**config.mk**
```make
export PLATFORM = sky130hd
export DESIGN_NAME = serial_subtractor
export DESIGN_NICKNAME = d
export VERILOG_FILES = /design/src/rtl/serial_subtractor_pkg.sv /design/src/rtl/serial_subtractor_full_subtractor.sv /design/src/rtl/serial_subtractor.sv
export SDC_FILE = /design/constraint.sdc
export NUM_CORES = 1
export LEC_CHECK = 0
export CAP_MARGIN = 5
export CORE_UTILIZATION = 45
export DETAILED_ROUTE_END_ITERATION = 6
export PLACE_DENSITY = 0.74
export SYNTH_ARGS = -nofsm -noshare
export SYNTH_HDL_FRONTEND = slang
export SYNTH_SLANG_ARGS = --single-unit
```
**constraint.sdc**
```tcl
create_clock -name clk -period 1.5 [get_ports clk]
set_input_delay 0.3 -clock clk [delete_from_list [all_inputs] [get_ports clk]]
set_output_delay 0.3 -clock clk [all_outputs]
set_load 0.01 [all_outputs]
```
**src/rtl/serial_subtractor_pkg.sv**
```systemverilog
// Shared ALU definitions: sequencer state encoding and default operand width.
// The serial adder uses the same encoding so the ALU sequencer treats both cells alike.
package serial_subtractor_pkg;

   localparam int ALU_WIDTH = 8;

   typedef enum logic [1:0] {
      ST_IDLE = 2'd0,
      ST_RUN  = 2'd1,
      ST_DONE = 2'd2
   } alu_state_t;

endpackage

```
**src/rtl/serial_subtractor_full_subtractor.sv**
```systemverilog
// One-bit full subtractor cell computing a - b - bin.
// The port order puts outputs first so it lines up with full_adder.
module full_subtractor (
   output logic diff,
   output logic borrow,
   input  logic a,
   input  logic b,
   input  logic bin
);

   // Difference bit and borrow-out for a single bit position.
   always_comb begin
      diff   = a ^ b ^ bin;
      borrow = (~a & b) | (~(a ^ b) & bin);
   end

endmodule

```
**src/rtl/serial_subtractor.sv**
```systemverilog
// Bit-serial two's-complement subtractor, LSB first, one bit per clock.
// Start/busy/done handshake; the result and flags are held from done until the next accepted start.
module serial_subtractor
   import serial_subtractor_pkg::*;
#(
   parameter int WIDTH = ALU_WIDTH
) (
   input  logic             clk,
   input  logic             rst,
   input  logic             start,
   input  logic [WIDTH-1:0] a,
   input  logic [WIDTH-1:0] b,
   output logic             busy,
   output logic             done,
   output logic [WIDTH-1:0] diff,
   output logic             borrow_out,
   output logic             overflow,
   output logic             zero
);

   localparam int CW = $clog2(WIDTH + 1);
   localparam logic [CW-1:0] LAST = CW'(WIDTH);

   alu_state_t       state_q;
   alu_state_t       state_d;
   logic [CW-1:0]    cnt;
   logic [WIDTH-1:0] a_sr;
   logic [WIDTH-1:0] b_sr;
   logic [WIDTH-1:0] diff_reg;
   logic             brw;
   logic             a_msb;
   logic             b_msb;
   logic             borrow_flag;
   logic             overflow_flag;
   logic             zero_flag;
   logic             cell_d;
   logic             cell_bout;
   logic             accept;

   full_subtractor u_cell (
      .diff   (cell_d),
      .borrow (cell_bout),
      .a      (a_sr[0]),
      .b      (b_sr[0]),
      .bin    (brw)
   );

   // A new operation is accepted whenever the unit is not busy.
   always_comb begin
      accept = 1'b0;
      if ((state_q == ST_IDLE) || (state_q == ST_DONE)) begin
         accept = start;
      end
   end

   // State register; reset aborts any operation in progress.
   always_ff @(posedge clk) begin
      if (rst) begin
         state_q <= ST_IDLE;
      end else begin
         state_q <= state_d;
      end
   end

   // Next-state logic; RUN lasts WIDTH shift cycles plus one flag-capture cycle.
   always_comb begin
      state_d = state_q;
      case (state_q)
         ST_IDLE: begin
            if (start) begin
               state_d = ST_RUN;
            end
         end
         ST_RUN: begin
            if (cnt == LAST) begin
               state_d = ST_DONE;
            end
         end
         ST_DONE: begin
            if (start) begin
               state_d = ST_RUN;
            end else begin
               state_d = ST_IDLE;
            end
         end
         default: begin
            state_d = ST_IDLE;
         end
      endcase
   end

   // Operand capture, bit-serial shifting and flag registration on the way into DONE.
   always_ff @(posedge clk) begin
      if (rst) begin
         cnt           <= '0;
         a_sr          <= '0;
         b_sr          <= '0;
         diff_reg      <= '0;
         brw           <= 1'b0;
         a_msb         <= 1'b0;
         b_msb         <= 1'b0;
         borrow_flag   <= 1'b0;
         overflow_flag <= 1'b0;
         zero_flag     <= 1'b0;
      end else if (accept) begin
         a_sr  <= a;
         b_sr  <= b;
         a_msb <= a[WIDTH-1];
         b_msb <= b[WIDTH-1];
         brw   <= 1'b0;
         cnt   <= '0;
      end else if (state_q == ST_RUN) begin
         if (cnt != LAST) begin
            diff_reg <= {cell_d, diff_reg[WIDTH-1:1]};
            a_sr     <= a_sr >> 1;
            b_sr     <= b_sr >> 1;
            brw      <= cell_bout;
            cnt      <= cnt + CW'(1);
         end else begin
            borrow_flag   <= brw;
            overflow_flag <= (a_msb != b_msb) && (diff_reg[WIDTH-1] != a_msb);
            zero_flag     <= (diff_reg == '0);
         end
      end
   end

   // Handshake and result outputs come straight from registered state.
   always_comb begin
      busy       = (state_q == ST_RUN);
      done       = (state_q == ST_DONE);
      diff       = diff_reg;
      borrow_out = borrow_flag;
      overflow   = overflow_flag;
      zero       = zero_flag;
   end

endmodule

```
==> run_results.csv <==
group,metric,value,unit
sta,setup_viol,0,
placement,place.gp.congestion,0.748,
synthesis,ys_ff_latch,36,
route,drc,0,
power_and_ir_drop,vdd_ir_drop_max,0.578,mV
global_routing,track_usage,0.235,
worst_setup_path,required,1200,ps
cts,worst_skew_pair.late_latency,350,ps
synthesis,synth_sequential_area_ratio,0.456,
synthesis,netlist.top_cell.by_area,"sky130_fd_sc_hd__dfxtp_1",
route,post_dr_vias_cell,5.74,
cts,path_clk_slew,120,ps
synthesis,synth-async-reset-ratio,0,
placement,placement.setup.worst_slack,-3.24,ps
synthesis,yosysUniqueCellTypes,26,
route,drt.antenna.violating_nets,0,
sta,worst_slew_pin_slew,298,ps
synthesis,netlist_area,0.00158,mm^2
synthesis,post_synth.cell_area_avg,8.24,um^2
route,drtIter0Drc,87,
floorplan,boundaryPins,32,
route,drt_pre_antenna_iters,4,
sta,final-hold-violation-count,0,
sta,finalClockSkew,16.0,ps
power_and_ir_drop,power.static_leakage,0.788,nW
sta,fin_crit_share,0.961,
synthesis,synth.top_cells.by_area,"sky130_fd_sc_hd__dfxtp_1 (46%), sky130_fd_sc_hd__a311oi_1 (8.3%), sky130_fd_sc_hd__nand3_1 (8.2%)",
worst_setup_path,startpoint_types,"register",
flow_run,cap_violations,0,
finish,post_route_cells_drive_above_1_share,0.148,
finish,finish.utilization,0.631,
synthesis,synthMostInstantiatedCell,"sky130_fd_sc_hd__dfxtp_1",
synthesis,postSynthCellCount,192,
finish,final_net_count,250,
synthesis,synth-main-ff-cell,"sky130_fd_sc_hd__dfxtp_1",
sta,achievable-frequency,0.694,GHz
placement,hpwl,2.61,mm
power_and_ir_drop,cellPowerDensity,881,mW/mm^2
global_routing,grt_overflow,0,
synthesis,synth.net_count,214,
floorplan,fp.dieW,61.3,um
sta,setup_ws,58.5,ps
floorplan,core_area,0.00336,mm^2
route,routedWlPerCell,14.7,um
worst_setup_path,crit_path_max_fanout,2,
min_path,hold_path_class,"reg -> reg",
finish,area_growth_syn_to_layout,34.3,%
route,num_vias,1579,
cts,cts_max_path_buffers,2,
synthesis,yosysTopAreaCellShare,0.456,
synthesis,synth_common_cells,"sky130_fd_sc_hd__dfxtp_1 (36), sky130_fd_sc_hd__nand3_1 (26), sky130_fd_sc_hd__o21ai_0 (26), sky130_fd_sc_hd__a21oi_1 (21)",
cts,cts-buffers-inserted,5,
global_routing,antenna_found_initial,0,
worst_setup_path,critical_path_at,1140,ps
synthesis,synth-edff-count,0,
global_routing,first_pass_grt_wire_length,6.50,mm
floorplan,die_y,61.3,um
sta,grt_setup_unrepaired,"true",
run_status,run_status,"finished clean",
route,wl,4.03,mm
floorplan,placement_rows,21,
cts,tritoncts,"built",
finish,filler_cell_count,318,
placement,portBuffers,31,
sta,post-route-min-period,1440,ps
placement,placed_cells_incl_taps,265,
floorplan,effective_utilization_at_floorplan,0.470,
cts,number_of_sinks_on_the_clock_net,36,
sta,maxSlewViolCount,0,
finish,post_layout_nonfiller_instances,275,
global_routing,first_global_vias,1469,
floorplan,floorplan.die_area,0.00376,mm^2
worst_setup_path,critical_path_capture_point_type,"output pin",
finish,diodes,0,
cts,ctsHtreeMaxLevel,2,
synthesis,synthesis.yosys.warnings,0,
global_routing,grt_max_degree,31,
worst_setup_path,critical_path_class,"reg -> out",
cts,clockRootBuffer,"sky130_fd_sc_hd__clkbuf_4",
sta,timing.max_slew.rel_slack,0.801,
[cell usage in the layout, fill, tap and decap left out, types with 2 or more instances in the layout]
master	synthesis	final
sky130_fd_sc_hd__dfxtp_2	0	4
sky130_fd_sc_hd__buf_4	0	12
sky130_fd_sc_hd__inv_1	5	4
sky130_fd_sc_hd__nor3_1	2	2
sky130_fd_sc_hd__nand2b_1	3	3
sky130_fd_sc_hd__nor4_1	3	3
sky130_fd_sc_hd__clkbuf_4	0	5
sky130_fd_sc_hd__inv_2	1	2
sky130_fd_sc_hd__clkdlybuf4s50_1	0	18
sky130_fd_sc_hd__a21oi_1	21	21
sky130_fd_sc_hd__dlygate4sd2_1	0	13
sky130_fd_sc_hd__nor2_1	15	15
sky130_fd_sc_hd__o21ai_1	2	2
sky130_fd_sc_hd__nor2b_1	2	2
sky130_fd_sc_hd__a311oi_1	15	14
sky130_fd_sc_hd__buf_12	0	3
sky130_fd_sc_hd__o21ai_0	26	26
sky130_fd_sc_hd__nand2_1	4	4
sky130_fd_sc_hd__o211ai_1	2	2
sky130_fd_sc_hd__nand3_1	26	26
sky130_fd_sc_hd__dfxtp_1	36	31
[metal layers]
metal,global-route usage,share of wire,vias up,wire (um)
met3,0.0630,0.061,8,247
li1,-,-,775,-
met1,0.294,0.43,743,1750
met5,0,0,-,0
met4,0.0779,0.019,0,75
met2,0.393,0.49,53,1960
[stage by stage]
stage               area, um^2  total power [mW]  hold WS, ps  setup TNS, ps
finish                    2120              1.87          486              0
global route              2120              1.96          497          -13.7
CTS                       2060              1.87          488              0
detailed placement        2010              1.33          470          -3.24
global placement          2010              1.32          469              0
floorplan                 1580              1.20          372              0
[worst max-delay path, stage by stage (launching register included)]
cell and delay, ps:
sky130_fd_sc_hd__dfxtp_1 320, sky130_fd_sc_hd__nand2b_1 160, sky130_fd_sc_hd__inv_2 70, sky130_fd_sc_hd__dlygate4sd2_1 260
[cell families after synthesis]
group / count (synthesis) / synth area share
adders and majority gates: 3 / 0.0285
and+or+nand+nor: 62 / 0.199
DFF: 36 / 0.456
buffers and inverters: 25 / 0.0696
AOI/OAI and AO/OA: 66 / 0.248
[cell type report]
| class | instances | area [um^2] | area share |
|---|---|---|---|
| clock buffer | 7 | 55.1 | 0.0259 |
| clock inverter | 1 | 7.51 | 0.00354 |
| inverter | 6 | 22.5 | 0.0106 |
| multi-input combinational | 131 | 771 | 0.363 |
| sequential | 36 | 729 | 0.344 |
| tap | 46 | 57.6 | 0.0271 |
| timing repair buffer | 48 | 480 | 0.226 |
[report_power, final]
part	switching, mW	total, mW	internal [mW]	leakage (nW)
sequential	0.0314	1.04	1.01	0.297
combinational	0.142	0.274	0.132	0.460
clock	0.328	0.558	0.230	0.0315
[repair_timing]
action	in CTS	in global routing
buffers inserted	0	1
pin swaps	0	4
setup endpoints to repair	13	14
gates cloned	0	1
resized for setup	16	9
hold endpoints to repair	0	0
hold buffers	0	0
[path summary, 6_finish.rpt]
check	slack [ps]	start	endpoint	depth (start not counted)
min	490	b_sr[6]	b_sr[5]	2
max reg2reg	70	cnt[0]	a_sr[7]	7
max	60	state_q[1]	busy	3
min reg2reg	490	b_sr[6]	b_sr[5]	2
Power figures use the tool's default switching activity.
